--- config.mk ---
export PLATFORM = sky130hd
export DESIGN_NAME = lc3_operate_sequencer
export DESIGN_NICKNAME = d
export VERILOG_FILES = /design/src/rtl/lc3_operate_sequencer.sv
export SDC_FILE = /design/constraint.sdc
export NUM_CORES = 1
export LEC_CHECK = 0
export ABC_AREA = 1
export ABC_CLOCK_PERIOD_IN_PS = 3050
export CAP_MARGIN = 20
export CELL_PAD_IN_SITES_DETAIL_PLACEMENT = 2
export CELL_PAD_IN_SITES_GLOBAL_PLACEMENT = 2
export CORE_UTILIZATION = 27
export CTS_CLUSTER_SIZE = 12
export DETAILED_ROUTE_END_ITERATION = 12
export PLACE_DENSITY = 0.89
export SLEW_MARGIN = 30
export SYNTH_ARGS = -nofsm -noshare
export SYNTH_HDL_FRONTEND = slang
export SYNTH_SLANG_ARGS = --single-unit
--- constraint.sdc ---
create_clock -name clk -period 3.05 [get_ports clk]
set_clock_uncertainty 0.05 [all_clocks]
set_input_delay 0.915 -clock clk [delete_from_list [all_inputs] [get_ports clk]]
set_output_delay 0.915 -clock clk [all_outputs]
set_load 0.02 [all_outputs]
--- src/rtl/lc3_operate_sequencer.sv ---
// Multi-cycle sequencer for LC-3 operate-class instructions (ADD, AND, NOT, LEA).
// One instruction per transaction: IDLE -> DECODE -> EXEC -> WB -> IDLE.
module lc3_operate_sequencer #(
  parameter int WIDTH = 16
) (
  input  logic             clk,
  input  logic             rst_n,
  input  logic             instr_valid,
  output logic             instr_ready,
  input  logic [15:0]      instr,
  input  logic [WIDTH-1:0] pc_in,
  output logic [2:0]       sr1_addr,
  output logic [2:0]       sr2_addr,
  input  logic [WIDTH-1:0] sr1_data,
  input  logic [WIDTH-1:0] sr2_data,
  output logic [1:0]       sext_sel,
  output logic [10:0]      sext_field,
  input  logic [WIDTH-1:0] sext_value,
  output logic             wb_en,
  output logic [2:0]       wb_addr,
  output logic [WIDTH-1:0] wb_data,
  output logic [2:0]       nzp,
  output logic             busy,
  output logic             illegal
);

  // Handshake: an instruction transfers on a rising edge where instr_valid && instr_ready;
  // instr_ready is high only in IDLE, so valid raised while busy is simply not taken.

  localparam logic [1:0] S_IDLE   = 2'd0;
  localparam logic [1:0] S_DECODE = 2'd1;
  localparam logic [1:0] S_EXEC   = 2'd2;
  localparam logic [1:0] S_WB     = 2'd3;

  localparam logic [3:0] OP_ADD = 4'b0001;
  localparam logic [3:0] OP_AND = 4'b0101;
  localparam logic [3:0] OP_NOT = 4'b1001;
  localparam logic [3:0] OP_LEA = 4'b1110;

  localparam logic [1:0] SEL_IMM5  = 2'd0;
  localparam logic [1:0] SEL_PCOF9 = 2'd2;

  logic [1:0]       state_q,   state_d;
  logic [15:0]      ir_q,      ir_d;
  logic [WIDTH-1:0] pc_q,      pc_d;
  logic [2:0]       wb_addr_q, wb_addr_d;
  logic [WIDTH-1:0] wb_data_q, wb_data_d;
  logic [2:0]       nzp_q,     nzp_d;
  logic             illegal_q, illegal_d;

  logic [3:0]       opcode;
  logic             accept;
  logic             op_supported;
  logic [WIDTH-1:0] operand_b;
  logic [WIDTH-1:0] exec_result;

  function automatic logic [2:0] nzp_of(input logic [WIDTH-1:0] v);
    if (v[WIDTH-1])    return 3'b100;
    else if (v == '0)  return 3'b010;
    else               return 3'b001;
  endfunction

  assign opcode = ir_q[15:12];
  assign accept = instr_valid && (state_q == S_IDLE);

  always_comb begin
    op_supported = 1'b0;
    case (instr[15:12])
      OP_ADD, OP_AND, OP_NOT, OP_LEA: op_supported = 1'b1;
      default:                        op_supported = 1'b0;
    endcase
  end

  // Bit 5 picks immediate mode for ADD/AND; NOT and LEA ignore operand_b's source.
  assign operand_b = ir_q[5] ? sext_value : sr2_data;

  always_comb begin
    exec_result = '0;
    case (opcode)
      OP_ADD:  exec_result = sr1_data + operand_b;
      OP_AND:  exec_result = sr1_data & operand_b;
      OP_NOT:  exec_result = ~sr1_data;
      OP_LEA:  exec_result = pc_q + sext_value;
      default: exec_result = '0;
    endcase
  end

  always_comb begin
    state_d   = state_q;
    ir_d      = ir_q;
    pc_d      = pc_q;
    wb_addr_d = wb_addr_q;
    wb_data_d = wb_data_q;
    nzp_d     = nzp_q;
    illegal_d = 1'b0;
    case (state_q)
      S_IDLE: begin
        if (accept) begin
          ir_d = instr;
          pc_d = pc_in;
          if (op_supported) state_d   = S_DECODE;
          else              illegal_d = 1'b1;
        end
      end
      S_DECODE: state_d = S_EXEC;
      S_EXEC: begin
        wb_data_d = exec_result;
        wb_addr_d = ir_q[11:9];
        state_d   = S_WB;
      end
      S_WB: begin
        if (opcode != OP_LEA) nzp_d = nzp_of(wb_data_q);
        state_d = S_IDLE;
      end
      default: state_d = S_IDLE;
    endcase
  end

  always_ff @(posedge clk or negedge rst_n) begin
    if (!rst_n) begin
      state_q   <= S_IDLE;
      ir_q      <= '0;
      pc_q      <= '0;
      wb_addr_q <= '0;
      wb_data_q <= '0;
      nzp_q     <= 3'b010;
      illegal_q <= 1'b0;
    end else begin
      state_q   <= state_d;
      ir_q      <= ir_d;
      pc_q      <= pc_d;
      wb_addr_q <= wb_addr_d;
      wb_data_q <= wb_data_d;
      nzp_q     <= nzp_d;
      illegal_q <= illegal_d;
    end
  end

  // Read addresses and extender select are held from DECODE through WB so the
  // combinational register-file and extender outputs stay stable into EXEC.
  assign busy        = (state_q != S_IDLE);
  assign instr_ready = (state_q == S_IDLE);
  assign sr1_addr    = busy ? ir_q[8:6] : 3'd0;
  assign sr2_addr    = busy ? ir_q[2:0] : 3'd0;
  assign sext_sel    = (busy && opcode == OP_LEA) ? SEL_PCOF9 : SEL_IMM5;
  assign sext_field  = ir_q[10:0];
  assign wb_en       = (state_q == S_WB);
  assign wb_addr     = wb_addr_q;
  assign wb_data     = wb_data_q;
  assign nzp         = nzp_q;
  assign illegal     = illegal_q;

endmodule

==> impl_metrics.py, run 1 <==
metrics = {
    "power": {
        "peakVddDrop_mv": 0.523,
        "power_mw": 7.05,
        "leakage_nw": 3.54,
        "p_per_area_nw_per_um2": 1000,
    },
    "worst_hold_path": {
        "hp-class": "flop to flop",
        "hold_path_depth": 1,
    },
    "routing": {
        "vias_per_cell": 4.91,
        "drc": 0,
        "detail-route-antenna-nets": 0,
        "drt_pass1_iterations": 4,
        "drtIter0Drc": 212,
        "drt_wl_total_mm": 21.8,
        "vias": 5375,
        "routedWlPerCell_um": 19.9,
    },
    "clock_network": {
        "clock-sinks": 57,
        "clk_path_buf_depth": 2,
        "clkSlewWorstSetupHoldPaths_ps": 60,
        "numCtsBuffers": 9,
        "clkLatencyLatePin_ps": 340,
        "cts_root_buffer": "clkbuf_16",
        "htreeDepth": 3,
        "cts_tree": "built",
    },
    "place": {
        "gp_congestion": 0.838,
        "place_inst": 1077,
        "portBuffers": 126,
        "hpwlAfterDp_mm": 16.6,
    },
    "job": {
        "maxCapViolations": 0,
    },
    "yosys": {
        "yosys_warnings": 0,
        "netlist_instances": 696,
        "synth_seq_cells": 57,
        "synth.avg_cell_area_um2": 6.91,
        "ys.flop_type": "dfrtp_1",
        "synth_nets": 815,
        "yosysSeqAreaShare": 0.297,
        "synth-async-reset-ratio": 1.00,
        "synth_edf_count": 0,
        "synth_cell_types": 36,
        "syn-cell-area_um2": 4810,
    },
    "floorplan": {
        "die_x_um": 135,
        "dieArea_um2": 18300,
        "start_util": 0.277,
        "core-area_um2": 17400,
        "die_h_um": 135,
        "ios": 128,
        "fp-row-count": 48,
    },
    "final_layout": {
        "drive_above_1_share": 0.164,
        "final_cells": 1095,
        "fillers": 2024,
        "utilization": 0.406,
        "nNetsFinal": 984,
        "final_common_cell": "nand2_1",
        "final_cell_mix": "225 x nand2_1, 122 x clkdlybuf4s50_1, 102 x inv_1",
        "antenna_cells": 0,
        "syn_to_final_growth_pct": 46.7,
    },
    "timing": {
        "finalSetupTns_ps": 0,
        "report.final.hold_viol_count": 0,
        "fmax_ghz": 0.334,
        "drv_slew": 0,
        "fin_crit_ps": 3000,
        "relSlewSlack": 0.635,
        "fin_crit_sh": 0.983,
        "worst_pin_slew_ps": 548,
        "setup_viol": 0,
    },
    "setup_path": {
        "critical_path.max_fanout": 4,
        "setup.worst_path.end_class": "flop",
        "crit_arrival_ps": 3140,
        "cp.required_ps": 3190,
        "worstSetupStartpointType": "input port",
        "crit_type": "input port to flop",
        "worst-r2r-cell-count": 12,
        "reg2reg_setup_slack_ps": 320,
    },
    "global_route": {
        "grt_first_pass_wirelength_mm": 33.3,
        "grt_max_degree": 45,
        "antenna_found_initial": 0,
        "overflow": 0,
        "grt_pass1_vias": 6253,
        "gr-usage-all-layers": 0.243,
    },
    "run_status": {
        "status": "complete, no violations",
    },
}
-- through the flow --
stage | hold WS, ps | area (um^2) | worst slack (ps)
6_report | 454 | 7050 | 52.8
5_1_grt | 472 | 7050 | -50.0
4_1_cts | 456 | 6960 | 17.0
3_5_place_dp | 434 | 6610 | -444
3_3_place_gp | 404 | 6610 | -303
2_1_floorplan | 394 | 4810 | 508
-- flip-flops by register name (all words and copies together) (netlist names) --
register,count
ir_q,16
pc_q,16
wb_data,16
nzp,3
wb_addr,3
state_q,2
illegal,1
-- worst max-delay path, cell delays in order --
cell	delay [ps]
clkdlybuf4s50_1	450
mux2_2	290
ha_1	310
a21oi_1	130
nand2_1	140
or2_0	220
nand3_1	70
o21ai_0	110
o21ai_0	310
o21ai_0	180
-- worst paths after layout --
check	end	start
setup / recovery	wb_data[3]$_DFFE_PN0P_	sext_value[2]
min in group asynchronous	ir_q[2]$_DFFE_PN0P_	rst_n
hold reg to reg	ir_q[3]$_DFFE_PN0P_	ir_q[3]$_DFFE_PN0P_
max in group asynchronous	pc_q[15]$_DFFE_PN0P_	rst_n
setup reg to reg	wb_data[10]$_DFFE_PN0P_	ir_q[5]$_DFFE_PN0P_
hold / removal	ir_q[3]$_DFFE_PN0P_	ir_q[3]$_DFFE_PN0P_
-- final cells by class --
class	count	area, um^2	share of cell area
inverters	107	403	0.0571
clock inverters	5	103	0.0145
repair buffers	183	1700	0.242
clock buffers	11	243	0.0344
well taps	225	282	0.0399
flip-flops and latches	57	1430	0.203
multi-input cells	507	2890	0.410
-- synthesized netlist by cell type, types with 6 or more instances --
| cell | n | area share |
|---|---|---|
| nor2_1 | 47 | 0.037 |
| ha_1 | 34 | 0.088 |
| nand2_1 | 227 | 0.18 |
| dfrtp_1 | 56 | 0.29 |
| nand3b_1 | 10 | 0.016 |
| nor3_1 | 7 | 0.0073 |
| or2_2 | 6 | 0.0078 |
| o21ai_0 | 24 | 0.025 |
| o22ai_1 | 8 | 0.010 |
| nand4_1 | 8 | 0.010 |
| nand3_1 | 51 | 0.053 |
| mux2_2 | 36 | 0.084 |
| buf_2 | 8 | 0.0083 |
| buf_4 | 14 | 0.022 |
| inv_1 | 104 | 0.081 |
| a21oi_1 | 27 | 0.028 |
-- cells by family (layout without fill, tap and decap cells) --
group           after synthesis  after routing  synth area share
simple gates                370            370             0.331
other cells                   1              1          0.000780
fa+ha+maj                    36             36            0.0968
mux                          36             36            0.0843
buf+inv                     132            306             0.118
flops                        57             57             0.297
compound gates               63             63            0.0700
xor+xnor                      1              1           0.00182
-- power breakdown --
group          internal (mW)  switching [mW]  total (mW)
Sequential              1.11           0.328        1.44
Clock                  0.818           0.369        1.19
Combinational           1.87            2.56        4.43
-- layer usage --
metal | vias to the layer above | global-route usage | wire, um | part of all wire
li1 | 2545 | - | - | -
met1 | 2639 | 0.257 | 8400 | 0.39
met2 | 150 | 0.469 | 11700 | 0.54
met3 | 41 | 0.0490 | 990 | 0.045
met4 | 0 | 0.0886 | 679 | 0.031
met5 | - | 0 | 0 | 0
-- timing repair --
action                                  in CTS  in global routing
endpoints found under the setup margin       2                 14
hold buffers                                 0                  0
pin swaps                                    2                  2
setup buffers                                1                  1
gates resized for setup                      4                 19
(Power assumes the default switching activity.)
==> run 2, diff against run 1 <==
--- a/config.mk
+++ b/config.mk
@@ -6,7 +6,7 @@
 export NUM_CORES = 1
 export LEC_CHECK = 0
 export ABC_AREA = 1
-export ABC_CLOCK_PERIOD_IN_PS = 3050
+export ABC_CLOCK_PERIOD_IN_PS = 2850
 export CAP_MARGIN = 20
 export CELL_PAD_IN_SITES_DETAIL_PLACEMENT = 2
 export CELL_PAD_IN_SITES_GLOBAL_PLACEMENT = 2
@@ -14,7 +14,6 @@
 export CTS_CLUSTER_SIZE = 12
 export DETAILED_ROUTE_END_ITERATION = 12
 export PLACE_DENSITY = 0.89
-export SLEW_MARGIN = 30
 export SYNTH_ARGS = -nofsm -noshare
 export SYNTH_HDL_FRONTEND = slang
 export SYNTH_SLANG_ARGS = --single-unit
==> constraint.sdc (replaced) <==
create_clock -name clk -period 2.85 [get_ports clk]
set_clock_uncertainty 0.05 [all_clocks]
set_input_delay 0.855 -clock clk [delete_from_list [all_inputs] [get_ports clk]]
set_output_delay 0.855 -clock clk [all_outputs]
set_load 0.02 [all_outputs]
==> impl_metrics.py, run 2 (synthesis results as in run 1) <==
metrics = {
    "global_route": {
        "grt_pass1_vias": 6421,
        "gr-usage-all-layers": 0.247,
        "grt_max_degree": 40,
        "grt_first_pass_wirelength_mm": 33.9,
        "antenna_found_initial": 0,
        "overflow": 0,
    },
    "clock_network": {
        "cts_root_buffer": "clkbuf_16",
        "cts_hold_buf": 0,
        "numCtsBuffers": 9,
        "clkLatencyLatePin_ps": 360,
        "clkSlewWorstSetupHoldPaths_ps": 60,
        "htreeDepth": 3,
        "clk_path_buf_depth": 2,
        "clock-sinks": 57,
        "cts_tree": "built",
    },
    "setup_path": {
        "rr_endpoint": "wb_data[13]$_DFFE_PN0P_",
        "setup.worst_path.end_class": "flop",
        "worst-r2r-cell-count": 15,
        "cp.required_ps": 3040,
        "reg2reg_setup_slack_ps": 370,
        "critical_path.max_fanout": 4,
        "crit_arrival_ps": 2960,
        "worstSetupStartpointType": "input port",
        "crit_type": "input port to flop",
        "timing.rr.start": "ir_q[5]$_DFFE_PN0P_",
    },
    "timing": {
        "worst_pin_slew_ps": 572,
        "report.final.hold_viol_count": 0,
        "fin_hold_ws_ps": 433,
        "fin_crit_sh": 0.974,
        "fmax_ghz": 0.360,
        "relSlewSlack": 0.618,
        "fin_crit_ps": 2780,
        "setup_viol": 0,
        "finalWorstSetupSlack_ps": 74.2,
        "drv_slew": 0,
    },
    "power": {
        "power.internal_mw": 4.09,
        "peakVddDrop_mv": 0.660,
        "p_switching_mw": 3.66,
        "leakage_nw": 3.68,
        "clkPwrFrac": 0.144,
        "p_sw_frac": 0.472,
        "p_seq_frac": 0.194,
        "combPwrFrac": 0.662,
        "p_per_area_nw_per_um2": 1060,
    },
    "place": {
        "placed_cell_area_um2": 6780,
        "gp_congestion": 0.872,
        "hpwlAfterDp_mm": 17.6,
        "pre_cts_ws_ps": -441,
        "portBuffers": 126,
    },
    "job": {
        "maxCapViolations": 0,
    },
    "routing": {
        "detail-route-antenna-nets": 0,
        "vias_per_cell": 4.89,
        "drt_wl_total_mm": 22.3,
        "routedWlPerCell_um": 20.0,
        "drtIter0Drc": 179,
        "vias": 5462,
        "drt_pass1_iterations": 4,
        "drc": 0,
    },
    "final_layout": {
        "fillers": 2027,
        "final_common_cell": "nand2_1",
        "syn_to_final_growth_pct": 52.6,
        "multi_input_area_um2": 3040,
        "ff_latch_area_um2": 1430,
        "antenna_cells": 0,
        "drive_above_1_share": 0.214,
        "final_cell_mix": "218 x nand2_1, 118 x clkdlybuf4s50_1, 101 x inv_1",
        "final_area_um2": 7330,
        "nNetsFinal": 1006,
    },
    "floorplan": {
        "ios": 128,
        "die_x_um": 135,
        "fp-row-count": 48,
        "die_h_um": 135,
        "core-area_um2": 17400,
        "start_util": 0.277,
        "dieArea_um2": 18300,
    },
    "worst_hold_path": {
        "hp-class": "input port to async pin",
    },
    "run_status": {
        "status": "complete, no violations",
    },
}
## run 2: cell types whose count changed in the layout (fill, tap and decap cells not counted), moves of 3 or more
cell             previous run  this run
nand2_1                   225       218
nand3_2                     3        10
ha_4                        3         9
o21ai_1                     0         3
ha_1                       27        21
dlygate4sd2_1               0         3
nand3_1                    50        42
buf_4                      56        77
nand2_2                     3        10
clkdlybuf4s50_1           122       118
## run 2: layout make-up
class / count / area share
Clock inverter: 7 / 0.00973
Inverter: 107 / 0.0549
Timing Repair Buffer: 205 / 0.256
Sequential cell: 57 / 0.195
Tap cell: 225 / 0.0384
Clock buffer: 9 / 0.0307
Multi-Input combinational cell: 507 / 0.415
## run 2: routing by layer
metal | GRT usage | vias to the layer above | share of wire
li1 | - | 2587 | -
met1 | 0.262 | 2701 | 0.40
met2 | 0.479 | 137 | 0.54
met3 | 0.0426 | 37 | 0.032
met4 | 0.0980 | 0 | 0.030
met5 | 0 | - | 0
## run 2: worst max-delay path by stage
stage,startpoint,end,cells after the start
floorplan,sext_value[0],wb_data[4]$_DFFE_PN0P_,12
global placement,sext_value[0],wb_data[12]$_DFFE_PN0P_,15
detailed placement,sext_value[0],wb_data[4]$_DFFE_PN0P_,13
CTS,state_q[0]$_DFFE_PN0P_,sr1_addr[1],4
global route,sext_value[9],wb_data[15]$_DFFE_PN0P_,14
finish,sext_value[1],wb_data[12]$_DFFE_PN0P_,14
## run 2: power by group through the flow
stage	Sequential (mW)	Clock, mW	Combinational [mW]
global placement	1.45	0	4.51
finish	1.50	1.12	5.13
CTS	1.50	1.14	4.93
floorplan	1.54	0	2.63
detailed placement	1.50	0	4.83
global route	1.54	1.17	5.60
## run 2: stage by stage
step / cells / setup TNS, ps / power, mW / utilization
final: 1117 / 0 / 7.75 / 0.423
after global placement: 1099 / -3710 / 5.96 / 0.391
after detailed placement: 1099 / -5650 / 6.33 / 0.391
after floorplan: 696 / 0 / 4.17 / -
after global routing: 1117 / -95.1 / 8.30 / 0.423
after CTS: 1115 / 0 / 7.56 / 0.409
## run 2: repair_timing
item	4_1_cts	5_1_grt
pin swaps	1	7
setup endpoints to repair	21	19
buffers inserted	0	2
gates resized for setup	14	44
## run 2: worst max-delay path, cell delays in order
cell             delay, ps
clkdlybuf4s50_1        510
inv_2                   70
buf_4                  140
fa_1                   480
inv_2                  130
nand3_1                 90
nand3_2                110
nand3_1                110
nand3_1                 90
nand2_1                 50
nand3_1                 70
nand3b_1                90
nand2_1                110
nand2_1                 60
